### src/rtl/pixel_coord_gen.sv
// pixel_coord_gen
// Raster-order complex-coordinate generator feeding the Mandelbrot engine.
// View parameters are latched once per frame; per-pixel coordinates are
// produced by one adder per axis, so no multiply sits in the pixel path.
//
// state  | meaning
// -------+--------------------------------------------------------------
// IDLE   | no frame in flight, waiting for frame_start
// SETUP  | one cycle: derive step and top-left corner from latched view
// STREAM | one point presented per cycle, advanced on valid && ready
module pixel_coord_gen #(
  parameter int COORD_WIDTH = 16,
  parameter int ZOOM_WIDTH  = 8,
  parameter int ITER_WIDTH  = 6,
  parameter int H_RES       = 640,
  parameter int V_RES       = 480,
  parameter int PX_W        = 10,
  parameter int BASE_STEP   = 19
) (
  input  logic                   clk,
  input  logic                   rst,
  input  logic                   frame_start,
  input  logic [COORD_WIDTH-1:0] centre_x,
  input  logic [COORD_WIDTH-1:0] centre_y,
  input  logic [ZOOM_WIDTH-1:0]  zoom_level,
  input  logic [ITER_WIDTH-1:0]  max_iter_limit,
  output logic                   out_valid,
  input  logic                   out_ready,
  output logic [COORD_WIDTH-1:0] out_cr,
  output logic [COORD_WIDTH-1:0] out_ci,
  output logic [PX_W-1:0]        out_px_x,
  output logic [PX_W-1:0]        out_px_y,
  output logic [ITER_WIDTH-1:0]  out_max_iter,
  output logic                   out_eol,
  output logic                   out_eof,
  output logic                   busy,
  output logic                   frame_overrun
);

  typedef enum logic [1:0] {
    IDLE   = 2'd0,
    SETUP  = 2'd1,
    STREAM = 2'd2
  } state_t;

  localparam logic [COORD_WIDTH-1:0] BASE   = COORD_WIDTH'(BASE_STEP);
  localparam logic [COORD_WIDTH-1:0] HALF_H = COORD_WIDTH'(H_RES / 2);
  localparam logic [COORD_WIDTH-1:0] HALF_V = COORD_WIDTH'(V_RES / 2);
  localparam logic [PX_W-1:0]        LAST_X = PX_W'(H_RES - 1);
  localparam logic [PX_W-1:0]        LAST_Y = PX_W'(V_RES - 1);
  localparam logic [ZOOM_WIDTH-1:0]  ZOOM_MAX = ZOOM_WIDTH'(15);

  state_t state, state_nxt;

  // View parameters frozen for the frame in flight
  logic [COORD_WIDTH-1:0] lat_cx;
  logic [COORD_WIDTH-1:0] lat_cy;
  logic [ZOOM_WIDTH-1:0]  lat_zoom;
  logic [ITER_WIDTH-1:0]  lat_iter;

  // Per-frame derived values and the running pixel position
  logic [COORD_WIDTH-1:0] step_q;
  logic [COORD_WIDTH-1:0] x0_q;
  logic [COORD_WIDTH-1:0] cr_q;
  logic [COORD_WIDTH-1:0] ci_q;
  logic [PX_W-1:0]        px_x_q;
  logic [PX_W-1:0]        px_y_q;
  logic                   overrun_q;

  logic [3:0]             zoom_clamped;
  logic [COORD_WIDTH-1:0] step_shift;
  logic [COORD_WIDTH-1:0] step_calc;
  logic [COORD_WIDTH-1:0] x_off;
  logic [COORD_WIDTH-1:0] y_off;
  logic [COORD_WIDTH-1:0] x0_calc;
  logic [COORD_WIDTH-1:0] y0_calc;
  logic                   transfer;
  logic                   at_eol;
  logic                   at_eof;

  // Step and top-left corner from the latched view; only consumed in SETUP
  always_comb begin
    zoom_clamped = 4'd15;
    if (lat_zoom <= ZOOM_MAX) begin
      zoom_clamped = lat_zoom[3:0];
    end
    step_shift = BASE >> zoom_clamped;
    // A step of zero would collapse the frame onto one point; deep zooms floor at 1 LSB
    step_calc  = (step_shift == '0) ? COORD_WIDTH'(1) : step_shift;
    x_off      = step_calc * HALF_H;
    y_off      = step_calc * HALF_V;
    x0_calc    = lat_cx - x_off;
    y0_calc    = lat_cy - y_off;
  end

  assign out_valid     = (state == STREAM);
  assign busy          = (state != IDLE);
  assign transfer      = out_valid && out_ready;
  assign at_eol        = (px_x_q == LAST_X);
  assign at_eof        = at_eol && (px_y_q == LAST_Y);
  assign out_cr        = cr_q;
  assign out_ci        = ci_q;
  assign out_px_x      = px_x_q;
  assign out_px_y      = px_y_q;
  assign out_max_iter  = lat_iter;
  assign out_eol       = at_eol;
  assign out_eof       = at_eof;
  assign frame_overrun = overrun_q;

  // Next-state decode
  always_comb begin
    state_nxt = state;
    unique case (state)
      IDLE: begin
        if (frame_start) begin
          state_nxt = SETUP;
        end
      end
      SETUP: begin
        state_nxt = STREAM;
      end
      STREAM: begin
        if (transfer && at_eof) begin
          state_nxt = IDLE;
        end
      end
      default: begin
        state_nxt = IDLE;
      end
    endcase
  end

  // State register
  always_ff @(posedge clk) begin
    if (rst) begin
      state <= IDLE;
    end else begin
      state <= state_nxt;
    end
  end

  // Overrun flag: a frame_start seen while a frame is still in flight,
  // including the cycle of the final transfer
  always_ff @(posedge clk) begin
    if (rst) begin
      overrun_q <= 1'b0;
    end else begin
      overrun_q <= frame_start && (state != IDLE);
    end
  end

  // Parameter latch, frame setup and incremental raster stepping
  always_ff @(posedge clk) begin
    if (rst) begin
      lat_cx   <= '0;
      lat_cy   <= '0;
      lat_zoom <= '0;
      lat_iter <= '0;
      step_q   <= '0;
      x0_q     <= '0;
      cr_q     <= '0;
      ci_q     <= '0;
      px_x_q   <= '0;
      px_y_q   <= '0;
    end else begin
      unique case (state)
        IDLE: begin
          if (frame_start) begin
            lat_cx   <= centre_x;
            lat_cy   <= centre_y;
            lat_zoom <= zoom_level;
            lat_iter <= max_iter_limit;
          end
        end
        SETUP: begin
          step_q <= step_calc;
          x0_q   <= x0_calc;
          cr_q   <= x0_calc;
          ci_q   <= y0_calc;
          px_x_q <= '0;
          px_y_q <= '0;
        end
        STREAM: begin
          if (transfer) begin
            if (at_eol) begin
              cr_q   <= x0_q;
              ci_q   <= ci_q + step_q;
              px_x_q <= '0;
              // Final point parks the row counter at 0 so it never exceeds V_RES-1
              if (at_eof) begin
                px_y_q <= '0;
              end else begin
                px_y_q <= px_y_q + PX_W'(1);
              end
            end else begin
              cr_q   <= cr_q + step_q;
              px_x_q <= px_x_q + PX_W'(1);
            end
          end
        end
        default: begin
        end
      endcase
    end
  end

endmodule

### config.mk
export PLATFORM = sky130hd
export DESIGN_NAME = pixel_coord_gen
export DESIGN_NICKNAME = d
export VERILOG_FILES = /design/src/rtl/pixel_coord_gen.sv
export SDC_FILE = /design/constraint.sdc
export NUM_CORES = 1
export LEC_CHECK = 0
export CORE_MARGIN = 3
export CORE_UTILIZATION = 25
export CTS_CLUSTER_DIAMETER = 50
export DETAILED_ROUTE_END_ITERATION = 8
export HOLD_SLACK_MARGIN = 0.05
export PLACE_DENSITY_LB_ADDON = 0.3
export RECOVER_POWER = 100
export SKIP_CTS_REPAIR_TIMING = 1
export SYNTH_ARGS = -nofsm -noshare
export SYNTH_HDL_FRONTEND = slang
export SYNTH_SLANG_ARGS = --single-unit
export TNS_END_PERCENT = 1
### constraint.sdc
create_clock -name clk -period 13.4 [get_ports clk]
set_input_delay 2.68 -clock clk [delete_from_list [all_inputs] [get_ports clk]]
set_output_delay 2.68 -clock clk [all_outputs]
set_load 0.05 [all_outputs]
== Word-level counts from Yosys, hierarchy flattened ==
Cells that the tools add are included.

* Bits in read-only memories: 0
* Bits in registers: 133
* Output and inout bits: 63
* Memories kept: 0
* Logic and storage cells: 60
* Latch bits: 0
* Memory bits (writable): 0

* Div/mod/pow operators: 0
* Bitwise gates (word level): 0
* Mux-type cells: 18
* Reduce and logical (&&, ||, !) cells: 12
* Shifts and indexed selects: 1
* Magnitude comparators: 1
* Equality and inequality tests: 8
* Add/subtract/negate cells: 6
* Multipliers: 2

{| class="wikitable"
|+ Operators by type and width
! cell !! count
|-
| 2-to-1 mux 16 bit || 5
|-
| case mux 16 bit (2 select lines) || 2
|-
| 2-to-1 mux 10 bit || 5
|-
| case mux 10 bit (2 select lines) || 2
|-
| adder 16 bit || 2
|-
| subtractor 16 bit || 2
|-
| adder 10 x 1 -> 10 bit (second input constant) || 2
|-
| logical NOT 16 bit || 1
|-
| multiplier 16 x 3 -> 10 bit (second input constant) || 1
|-
| multiplier 16 x 4 -> 12 bit (second input constant) || 1
|-
| right shift 5 x 4 -> 16 bit (first input constant) || 1
|-
| equality test 10 bit (second input constant) || 1
|-
| equality test 10 x 9 -> 1 bit (second input constant) || 1
|-
| <= comparator 8 x 4 -> 1 bit (second input constant) || 1
|-
| != test 2 x 1 -> 1 bit (second input constant) || 3
|-
| case mux 2 bit (3 select lines) || 1
|-
| AND reduction 2 bit || 3
|-
| logical AND 1 bit || 4
|-
| 2-to-1 mux 2 bit || 2
|-
| 2-to-1 mux 4 bit || 1
|-
| nonzero test 2 bit || 2
|-
| AND reduction 3 bit || 1
|-
| equality test 2 x 1 -> 1 bit (second input constant) || 1
|-
| equality test 2 bit (second input constant) || 1
|-
| 2 further kinds || 2
|}

== Depth between registers and ports, before layout ==
Gate-level depths: netlist (run 1).

* Word-level depth: 8
* Gate-level depth with buffers: 22
* Depth with buffers taken out: 22

== Worst setup path after synthesis (run 1) ==
No wires, ideal clock.

* Path kind: register to register
* Start: reg lat_zoom[7]
* End: reg ci_q[14], in the netlist out_ci[14]
* Path slack: 8.433 ns
* Data arrival time: 4.881 ns
* Buffers on the path: 0
* Clock period less this slack: 4.967 ns
* Setup time: 0.086 ns
* Stages on the path, launching flop included: 20
* Cell sequence: dfxtp_1 or4_1 or3_1 nor3_1 inv_1 fa_1 fa_1 inv_1 ha_1 a21oi_1 o21bai_1 a21o_1 a21oi_1 xor2_1 ha_1 nand2_1 o21ai_0 o21ai_0 mux2i_1 a211oi_1

* Longest elaborated chain between the ends: 8

{| class="wikitable"
|+ RTL lines
! what !! line !! source
|-
| start: declaration || 58 || <nowiki>logic [ZOOM_WIDTH-1:0] lat_zoom;</nowiki>
|-
| start signal: assignment || 171 || <nowiki>lat_zoom <= zoom_level;</nowiki>
|-
| <= comparator 8 x 4 -> 1 bit (*) || 84 || <nowiki>if (lat_zoom <= ZOOM_MAX) begin</nowiki>
|-
| 2-to-1 mux 4 bit (*) || 84 ||
|-
| right shift 5 x 4 -> 16 bit (*) || 87 || <nowiki>step_shift = BASE >> zoom_clamped;</nowiki>
|-
| logical NOT 16 bit || 89 || <nowiki>step_calc = (step_shift == '0) ? COORD_WIDTH'(1) : step_shift;</nowiki>
|-
| 2-to-1 mux 16 bit (*) || 89 ||
|-
| net step_calc[1] || 72 || <nowiki>logic [COORD_WIDTH-1:0] step_calc;</nowiki>
|-
| multiplier 16 x 4 -> 12 bit (*) || 91 || <nowiki>y_off = step_calc * HALF_V;</nowiki>
|-
| subtractor 16 bit (*) || 93 || <nowiki>y0_calc = lat_cy - y_off;</nowiki>
|-
| case mux 16 bit (2 select lines) (*) || 166 || <nowiki>unique case (state)</nowiki>
|-
| end signal: assignment || 179 || <nowiki>ci_q <= y0_calc;</nowiki>
|-
| end signal: assignment || 187 || <nowiki>ci_q <= ci_q + step_q;</nowiki>
|-
| end: declaration || 65 || <nowiki>logic [COORD_WIDTH-1:0] ci_q;</nowiki>
|}

The timed path passes the listed nets; every way through them passes the cells marked *.
A chain may end at the register's enable or synchronous reset.

==> results.yml, run 1 <==
route:
  antenna_violating_nets_post_route: 0
  initialDrtViolationCount: 487
  avgViaCountPerCell: 4.845
  detail_route.first_pass.iterations: 7
  routed_wire_per_std_cell_um: 15.85
  route.final.wire_length_um: 22270
  route.detailed.drc: 0
  num_vias: 6807
timing:
  hold_violations: 0
  setup_violations: 0
  achievable-frequency_mhz: 140.3
  unrepaired_setup_endpoints_after_global_routing: "no"
  finalSetupTns_ns: 0
  fin_crit_sh_pct: 53.21
  clock_skew_ns: 0.01178
  final.min_clock_period_ns: 7.130
  report.final.slew_viol_count: 118
  slew_headroom_pct: -91.45
  slew_at_the_pin_closest_to_its_max_slew_limit_ns: 2.872
floorplan:
  number_of_primary_i_o_pins: 113
  row_count: 61
  floorplan.die_area_um2: 31110
  die_y_um: 176.4
  fp.coreArea_um2: 28160
  die_x_um: 176.4
  start_util_pct: 25.77
power:
  power_report.internal_total_mw: 0.8909
  power.density_cell_area_nw_per_um2: 155.9
  power.static_leakage_nw: 3.672
  share_seq_of_total_power_pct: 30.5
  power_switching_mw: 0.5605
  vdd_ir_drop_max_v: 0.00006582
  switching_share_pct: 38.62
  power_share_of_the_clock_group_pct: 30.7
  p_comb_share_pct: 38.8
worst_setup_path:
  path_cells: "clkbuf_1 -> clkbuf_1 -> o21ai_0 -> a31o_2"
  signal_arrival_time_at_the_worst_endpoint_ns: 7.45
  critical_path.top_delay_family: "buffers and inverters"
  timing.critical_path.fanout_max: 58
  critical_path.endpoint_type: "register"
  slowest_stage: "sky130_fd_sc_hd__clkbuf_1"
  critPathBufInv: 2
  crit_path_start_kind: "input pin"
  worst_path_largest_cell_delay_ns: 2.06
  timing.setup.critical_path_class: "in2reg"
  worstPathRequired_ns: 13.72
  cp_common_cell: "sky130_fd_sc_hd__clkbuf_1"
synthesis:
  ys.flop_type: "sky130_fd_sc_hd__dfxtp_1"
  netlist_top_cells_count: "148 x sky130_fd_sc_hd__nand2_1, 122 x sky130_fd_sc_hd__dfxtp_1, 95 x sky130_fd_sc_hd__a21oi_1, 92 x sky130_fd_sc_hd__nor2_1, 49 x sky130_fd_sc_hd__ha_1"
  synth.largest_area_cell: "sky130_fd_sc_hd__dfxtp_1"
  synth-seq-cells: 122
  synth-edff-count: 0
  sequential_share_of_the_synthesized_area_pct: 33.65
  yosysMostFrequentCell: "sky130_fd_sc_hd__nand2_1"
  post_synth.cell_area_avg_um2: 7.898
  syn_nets: 1029
  netlist.area_leader.share_pct: 33.65
  syn_inst: 919
  synthTopCellsByArea: "sky130_fd_sc_hd__dfxtp_1 34%, sky130_fd_sc_hd__ha_1 8.4%, sky130_fd_sc_hd__nand2_1 7.7%"
  asyncSetResetFlopFracSynth_pct: 0
  mapped_cell_area_um2: 7258
  synth_warnings: 0
  synthDistinctLibCells: 62
layout:
  number_of_inserted_diodes: 0
  final_core_utilization_pct: 33.06
  finalNetCount: 1125
  n_fill_cell: 2969
  drive_above_1_share_pct: 4.869
  fin_cells: 1405
  synthToLayoutAreaGrowth_pct: 28.27
placed_design:
  place_congestion: 0.8322
  port_buffers: 112
  dp_cells: 1374
  dp_hpwl_um: 16360
cts:
  clock_tree.htree_level_count: 4
  numClockSinks: 122
  clock_path_buffers: 2
  clock_insertion_delay_worst_skew_ns: 0.42
  worst_setup_hold_path_clk_slew_ns: 0.06
  root_buffer: "sky130_fd_sc_hd__clkbuf_16"
  number_of_buffers_created_by_cts: 17
  cts_tree: "yes"
global_route:
  wire_length_of_the_first_global_routing_pass_um: 35560
  grt_use_total_pct: 14.51
  grt_start_max_net_pins: 59
  gr-total-overflow: 0
  grt_antenna_before_repair: 0
  number_of_global_route_vias_before_repair: 6390
min_path:
  hold_class: "reg2reg"
status:
  run_status: "finished, violations left"
  violations: "max-capacitance violations, max-slew violations"
job:
  max_cap_viol_count: 2
-- placed cells by master, fill, tap and decap left out, drive strengths merged, types with 19 or more instances in the layout --
cell / instances
inv: 41
dfxtp: 122
o21ai: 38
xnor2: 23
a21oi: 95
nor2: 92
clkbuf: 26
ha: 49
nand2: 148
dlygate4sd3: 64
clkdlybuf4s50: 47
nand3: 19
nor3: 20
-- power by group through the flow --
stage / logic (mW) / clock network [mW] / registers, mW
floorplan: 0.335 / 0 / 0.507
global placement: 0.566 / 0 / 0.451
detailed placement: 0.567 / 0 / 0.452
CTS: 0.572 / 0.457 / 0.444
global route: 0.624 / 0.473 / 0.449
finish: 0.564 / 0.445 / 0.442
-- state kept, by name, indices dropped and copies added, names as in the netlist --
| register | count |
|---|---|
| state | 2 |
| lat_cx | 16 |
| step_q | 5 |
| out_max_iter | 6 |
| lat_cy | 16 |
| out_px_x | 10 |
| out_ci | 16 |
| frame_overrun | 1 |
| out_cr | 16 |
| out_px_y | 10 |
| x0_q | 16 |
| lat_zoom | 8 |
-- routing by layer --
layer  share of wire [%]  vias to the layer above  track usage [%]
met5                   0                        -                0
met4                 1.4                        0            4.321
met3                 4.7                       21            2.860
met2                  45                      156            22.41
met1                  49                     3179            20.46
li1                    -                     3451                -
-- cell type report --
| type | instances | area [um^2] | area share, % |
|---|---|---|---|
| sequential | 122 | 2442 | 26.23 |
| timing repair buffer | 120 | 1171 | 12.58 |
| clock inverter | 7 | 65.06 | 0.6988 |
| inverter | 42 | 157.7 | 1.693 |
| tap | 378 | 473.0 | 5.080 |
| multi-input combinational | 712 | 4499 | 48.33 |
| clock buffer | 24 | 501.7 | 5.389 |
-- through the flow --
stage | power (mW) | hold slack (ns) | instance area, um^2 | setup slack, ns
detailed placement | 1.019 | 0.4463 | 8751 | 7.946
finish | 1.451 | 0.4492 | 9310 | 6.270
global route | 1.546 | 0.4771 | 9310 | 5.826
floorplan | 0.8419 | 0.4308 | 7258 | 8.433
CTS | 1.473 | 0.4537 | 9318 | 7.482
global placement | 1.018 | 0.4405 | 8751 | 7.989
-- logic make-up after synthesis --
kind of cell | Yosys count | synth area share (%)
and+or+nand+nor | 347 | 21.58
adders and majority gates | 60 | 11.48
DFF | 122 | 33.65
AOI/OAI and AO/OA | 248 | 21.53
buffers and inverters | 85 | 4.603
muxes | 21 | 2.948
xor gates and xnor gates | 34 | 4.103
other | 2 | 0.1035
-- worst reg2reg max path: stages, from the launching register on --
cell and delay [ns]:
sky130_fd_sc_hd__dfxtp_1 0.30, sky130_fd_sc_hd__or4_1 0.56, sky130_fd_sc_hd__or3_1 0.40, sky130_fd_sc_hd__nor3_1 0.42, sky130_fd_sc_hd__inv_1 0.16, sky130_fd_sc_hd__fa_1 0.52
sky130_fd_sc_hd__fa_1 0.51, sky130_fd_sc_hd__inv_1 0.04, sky130_fd_sc_hd__ha_1 0.32, sky130_fd_sc_hd__a21oi_1 0.14, sky130_fd_sc_hd__o21bai_1 0.10, sky130_fd_sc_hd__a21o_1 0.19
sky130_fd_sc_hd__a21oi_1 0.18, sky130_fd_sc_hd__xor2_1 0.09, sky130_fd_sc_hd__ha_1 0.36, sky130_fd_sc_hd__nand2_1 0.06, sky130_fd_sc_hd__o21ai_0 0.40, sky130_fd_sc_hd__nor4_1 0.09
sky130_fd_sc_hd__mux2i_1 0.13, sky130_fd_sc_hd__and3_1 0.16, sky130_fd_sc_hd__a21oi_1 0.06
-- path summary, 6_finish.rpt --
check                           startpoint                       end  slack (ns)  cells after the start
setup reg to reg  lat_zoom[7]$_SDFFE_PP0P_   out_ci[15]$_SDFFE_PP0P_        7.93                     20
setup / recovery                       rst    out_cr[7]$_SDFFE_PP0P_        6.27                      4
hold reg to reg   lat_zoom[5]$_SDFFE_PP0P_  lat_zoom[5]$_SDFFE_PP0P_        0.45                      2
hold / removal    lat_zoom[5]$_SDFFE_PP0P_  lat_zoom[5]$_SDFFE_PP0P_        0.45                      2
(Power assumes the default switching activity.)
==> inputs of run 2 (changes only) <==
Clock period 13.4 ns to 6.43 ns, I/O delays scaled along.
==> run 2 against run 1 <==
  * The flow still finishes with violations (max-capacitance violations, max-slew violations)
  * Clock skew shrank 0.0037 ns
  * Flip-flop and latch count is the same
  * Clock power grew 110%
  * Setup slack lost 5.3 ns
  * Routed wire length grew 1.3%
  * Non-clock buffer count shrank 1
  * Critical path type unchanged
==> results.yml, run 2 (same netlist as run 1, synthesis figures left out) <==
status:
  run_status: "finished, violations left"
  violations: "max-capacitance violations, max-slew violations"
global_route:
  wire_length_of_the_first_global_routing_pass_um: 36160
  gr-total-overflow: 0
  grt_use_total_pct: 14.68
  grt_antenna_before_repair: 0
  grt_start_max_net_pins: 75
  number_of_global_route_vias_before_repair: 6608
route:
  avgViaCountPerCell: 4.816
  antenna_violating_nets_post_route: 0
  detail_route.first_pass.iterations: 5
  route.final.wire_length_um: 22560
  routed_wire_per_std_cell_um: 16.07
  route.detailed.drc: 0
  num_vias: 6762
  initialDrtViolationCount: 481
worst_setup_path:
  slowest_stage: "sky130_fd_sc_hd__clkbuf_1"
  worstPathRequired_ns: 6.73
  timing.setup.critical_path_class: "in2reg"
  reg2reg_from: "lat_zoom[7]$_SDFFE_PP0P_"
  path_cells: "clkbuf_1 -> clkbuf_1 -> nor4_1 -> mux2i_1 -> o211ai_1"
  critical_path.endpoint_type: "register"
  worst_path_largest_cell_delay_ns: 2.59
  timing.rr.end: "out_ci[15]$_SDFFE_PP0P_"
  signal_arrival_time_at_the_worst_endpoint_ns: 5.80
  r2r.worst_path.cells: 22
  r2r_slack_ns: 0.99
  crit_path_start_kind: "input pin"
  cp_common_cell: "sky130_fd_sc_hd__clkbuf_1"
  timing.critical_path.fanout_max: 74
layout:
  leading_cell_type_in_the_layout_fill_and_taps_excluded: "sky130_fd_sc_hd__nand2_1"
  synthToLayoutAreaGrowth_pct: 28.01
  final_cell_mix: "148 x sky130_fd_sc_hd__nand2_1, 122 x sky130_fd_sc_hd__dfxtp_1, 95 x sky130_fd_sc_hd__a21oi_1, 91 x sky130_fd_sc_hd__nor2_1, 64 x sky130_fd_sc_hd__dlygate4sd3_1"
  drive_above_1_share_pct: 4.581
  final_core_utilization_pct: 32.99
  number_of_inserted_diodes: 0
  finalNetCount: 1124
timing:
  achievable-frequency_mhz: 181.6
  timing.final.ws_setup_ns: 0.9247
  unrepaired_setup_endpoints_after_global_routing: "no"
  slew_headroom_pct: -137.1
  report.final.slew_viol_count: 139
  fin_worst_hold_slack_ns: 0.4507
  final.min_clock_period_ns: 5.505
  slew_at_the_pin_closest_to_its_max_slew_limit_ns: 3.556
  finalSetupTns_ns: 0
  setup_violations: 0
  hold_violations: 0
  clock_skew_ns: 0.008104
  fin_crit_sh_pct: 85.62
floorplan:
  number_of_primary_i_o_pins: 113
  start_util_pct: 25.77
  die_y_um: 176.4
  die_x_um: 176.4
  row_count: 61
  floorplan.die_area_um2: 31110
  fp.coreArea_um2: 28160
cts:
  clock_insertion_delay_worst_skew_ns: 0.42
  clock_path_buffers: 2
  cts_tree: "yes"
  root_buffer: "sky130_fd_sc_hd__clkbuf_16"
  clock_tree.htree_level_count: 4
  worst_setup_hold_path_clk_slew_ns: 0.06
  numClockSinks: 122
  number_of_buffers_created_by_cts: 17
min_path:
  hold_path_depth: 2
  worstHoldStart: "lat_zoom[4]$_SDFFE_PP0P_"
  hold_class: "reg2reg"
  holdPathEnd: "lat_zoom[4]$_SDFFE_PP0P_"
placed_design:
  place_congestion: 0.8437
  dp_hpwl_um: 16320
  port_buffers: 112
  placement.setup.worst_slack_ns: 1.067
power:
  power.density_cell_area_nw_per_um2: 321.6
  vdd_ir_drop_max_v: 0.0001377
  power.static_leakage_nw: 3.663
job:
  max_cap_viol_count: 3
run 2: changes by cell type in the layout (fill, tap and decap cells not counted):
| cell | change |
|---|---|
| sky130_fd_sc_hd__clkinv_4 | +1 |
| sky130_fd_sc_hd__nor2_1 | +1 |
| sky130_fd_sc_hd__clkinvlp_4 | -1 |
| sky130_fd_sc_hd__clkbuf_8 | -1 |
| sky130_fd_sc_hd__clkbuf_1 | +1 |
| sky130_fd_sc_hd__nor2_2 | -1 |
| sky130_fd_sc_hd__and2_1 | -1 |
| sky130_fd_sc_hd__and2_0 | +1 |
| sky130_fd_sc_hd__buf_4 | -1 |
run 2: how the worst max path moves through the flow:
stage | from | slack [ns] | to
after floorplan | lat_zoom[7]$_SDFFE_PP0P_ | 1.46 | out_ci[14]$_SDFFE_PP0P_
after global placement | lat_zoom[7]$_SDFFE_PP0P_ | 1.14 | out_ci[14]$_SDFFE_PP0P_
after detailed placement | lat_zoom[7]$_SDFFE_PP0P_ | 1.07 | out_ci[14]$_SDFFE_PP0P_
after CTS | lat_zoom[7]$_SDFFE_PP0P_ | 1.03 | out_ci[14]$_SDFFE_PP0P_
after global routing | rst | 0.30 | out_ci[9]$_SDFFE_PP0P_
final | rst | 0.92 | out_ci[9]$_SDFFE_PP0P_
run 2: layer usage:
layer	wire, um	GRT usage [%]	vias up	share of wire (%)
met1	10970	19.85	3128	49
met4	511	5.499	0	2.3
met2	10000	22.75	164	44
li1	-	-	3442	-
met5	0	0	-	0
met3	1071	3.441	28	4.7
run 2: worst max-delay path, delay by kind of cell:
| kind | cells | cell delay [ns] |
|---|---|---|
| compound gates | 1 | 0.11 |
| buf+inv | 2 | 3.95 |
| mux | 1 | 0.29 |
| simple gates | 1 | 0.11 |
run 2: metrics by stage:
stage / cell area, um^2 / std cells / total power [mW]
after floorplan: 7258 / 919 / 1.755
after global placement: 8743 / 1373 / 2.092
after detailed placement: 8743 / 1373 / 2.102
after CTS: 9301 / 1404 / 3.041
after global routing: 9291 / 1404 / 3.196
final: 9291 / 1404 / 2.988
run 2: final cells by class:
cell class / count / area (um^2)
fillers: 2972 / 18870
multi-input cells: 712 / 4497
flip-flops and latches: 122 / 2442
repair buffers: 119 / 1164
clock buffers: 24 / 491.7
well taps: 378 / 473.0
inverters: 42 / 157.7
clock inverters: 7 / 66.31
run 2: report_power, final:
group	internal, mW	leakage [nW]	switching, mW
Combinational	0.440	2.39	0.700
Clock	0.568	0.276	0.355
Sequential	0.836	0.996	0.0891
Total	1.84	3.66	1.14
==> inputs of run 3 (changes only) <==
Settings changed: REMOVE_ABC_BUFFERS from default to 1, TNS_END_PERCENT 1 to 30.
==> run 3 against run 2 <==
  * The flow still finishes with violations (max-capacitance violations, max-slew violations)
  * Count of clock-buffer cells in the layout fell by 6
  * Sequential power shrank 0.4%
  * Via count increased by 0.61%
  * Highest routed layer unchanged
==> results.yml, run 3 (same netlist as run 1, synthesis figures left out) <==
status:
  run_status: "finished, violations left"
  violations: "max-capacitance violations, max-slew violations"
worst_setup_path:
  timing.critical_path.fanout_max: 5
  critical_path.endpoint_type: "register"
  timing.setup.critical_path_class: "reg2reg"
  slowest_stage: "sky130_fd_sc_hd__or4_1"
  worst_path_largest_cell_delay_ns: 0.58
  critPathBufInv: 2
  r2r.worst_path.cells: 19
  worstPathRequired_ns: 6.77
  critical_path.top_delay_family: "adder cells"
  r2r_slack_ns: 0.93
  crit_path_start_kind: "register"
  reg2reg_from: "lat_zoom[7]$_SDFFE_PP0P_"
  path_cells: "or4_1 -> or3_1 -> nor3_1 -> inv_1 -> fa_1 -> fa_1 -> inv_1 -> ha_1 -> a21oi_1 -> o21bai_1 -> a21o_1 -> a21oi_1 -> xor2_1 -> ha_1 -> nand2_1 -> o21ai_0 -> o21ai_0 -> mux2i_1 -> a211oi_1"
  signal_arrival_time_at_the_worst_endpoint_ns: 5.84
  timing.rr.end: "out_ci[14]$_SDFFE_PP0P_"
floorplan:
  start_util_pct: 25.77
  floorplan.die_area_um2: 31110
  die_x_um: 176.4
  number_of_primary_i_o_pins: 113
  fp.coreArea_um2: 28160
  row_count: 61
  die_y_um: 176.4
job:
  max_cap_viol_count: 1
min_path:
  hold_class: "reg2reg"
  hold_path_depth: 2
  worstHoldStart: "lat_zoom[6]$_SDFFE_PP0P_"
  holdPathEnd: "lat_zoom[6]$_SDFFE_PP0P_"
route:
  route.final.wire_length_um: 22490
  antenna_violating_nets_post_route: 0
  avgViaCountPerCell: 4.835
  initialDrtViolationCount: 379
  route.detailed.drc: 0
  num_vias: 6803
  detail_route.first_pass.iterations: 5
  routed_wire_per_std_cell_um: 15.98
cts:
  worst_setup_hold_path_clk_slew_ns: 0.07
  clock_insertion_delay_worst_skew_ns: 0.43
  numClockSinks: 122
  cts_tree: "yes"
  clock_path_buffers: 2
  root_buffer: "sky130_fd_sc_hd__clkbuf_16"
  number_of_buffers_created_by_cts: 17
  clock_tree.htree_level_count: 4
global_route:
  grt_use_total_pct: 14.52
  wire_length_of_the_first_global_routing_pass_um: 35780
  number_of_global_route_vias_before_repair: 6621
  gr-total-overflow: 0
  grt_antenna_before_repair: 0
  grt_start_max_net_pins: 60
timing:
  report.final.slew_viol_count: 58
  slew_headroom_pct: -83.92
  slew_at_the_pin_closest_to_its_max_slew_limit_ns: 2.759
  final.min_clock_period_ns: 5.502
  clock_skew_ns: 0.01317
  fin_crit_sh_pct: 85.57
  setup_violations: 0
  hold_violations: 0
  achievable-frequency_mhz: 181.7
  finalSetupTns_ns: 0
  unrepaired_setup_endpoints_after_global_routing: "no"
power:
  report.power.total_mw: 3.151
  vdd_ir_drop_max_v: 0.0001269
  power.static_leakage_nw: 3.710
  power.density_cell_area_nw_per_um2: 335.4
layout:
  drive_above_1_share_pct: 5.345
  number_of_inserted_diodes: 0
  leading_cell_type_in_the_layout_fill_and_taps_excluded: "sky130_fd_sc_hd__nand2_1"
  synthToLayoutAreaGrowth_pct: 29.43
  ff_latch_area_um2: 2442
  final_cell_mix: "147 x sky130_fd_sc_hd__nand2_1, 122 x sky130_fd_sc_hd__dfxtp_1, 95 x sky130_fd_sc_hd__a21oi_1, 90 x sky130_fd_sc_hd__nor2_1, 64 x sky130_fd_sc_hd__dlygate4sd3_1"
  n_fill_cell: 2962
  multi_input_comb_area_um2: 4502
  finalNetCount: 1126
placed_design:
  place_congestion: 0.8436
  dp_hpwl_um: 15970
  port_buffers: 112
## run 3: worst max-delay path by stage
stage,startpoint,to,slack [ns],depth (start not counted)
finish,lat_zoom[7]$_SDFFE_PP0P_,out_ci[14]$_SDFFE_PP0P_,0.93,19
global route,lat_zoom[7]$_SDFFE_PP0P_,out_ci[14]$_SDFFE_PP0P_,0.48,21
CTS,lat_zoom[7]$_SDFFE_PP0P_,out_ci[14]$_SDFFE_PP0P_,0.94,19
detailed placement,lat_zoom[7]$_SDFFE_PP0P_,out_ci[14]$_SDFFE_PP0P_,0.97,19
global placement,lat_zoom[7]$_SDFFE_PP0P_,out_ci[14]$_SDFFE_PP0P_,1.14,19
floorplan,lat_zoom[7]$_SDFFE_PP0P_,out_ci[14]$_SDFFE_PP0P_,1.46,19
## run 3: area by class of cell
cell class	count	area share, %
Inverter	42	1.678
Clock inverter	14	2.238
Clock buffer	18	4.568
Sequential cell	122	26.00
Timing Repair Buffer	121	12.56
Multi-Input combinational cell	712	47.92
Tap cell	378	5.035
## run 3: layer usage
layer  up-vias  GRT usage (%)  part of all wire, %
met1      3185          19.55                   49
met5         -              0                    0
met4         0          3.732                  1.3
li1       3457              -                    -
met3        23          3.355                  4.3
met2       138          23.49                   45
## run 3: where the power goes
part	switching [mW]	internal (mW)
Clock	0.410	0.660
Sequential	0.0862	0.835
Combinational	0.717	0.444
## run 3: worst min-delay path: stages (launching register included)
cell	delay [ns]
sky130_fd_sc_hd__dfxtp_1	0.30
sky130_fd_sc_hd__nand2_1	0.05
sky130_fd_sc_hd__a21oi_1	0.05
## run 3: per-stage QoR
step                hold slack [ns]  instances  setup WS (ns)  area, um^2  utilization, %
floorplan                    0.4247        876          1.463        7082               -
finish                       0.4512       1407         0.9278        9394           33.36
CTS                          0.4523       1407         0.9358        9400           33.38
global route                 0.4660       1407         0.4835        9394           33.36
global placement             0.4415       1375          1.138        8761           31.11
detailed placement           0.4440       1375         0.9661        8761           31.11
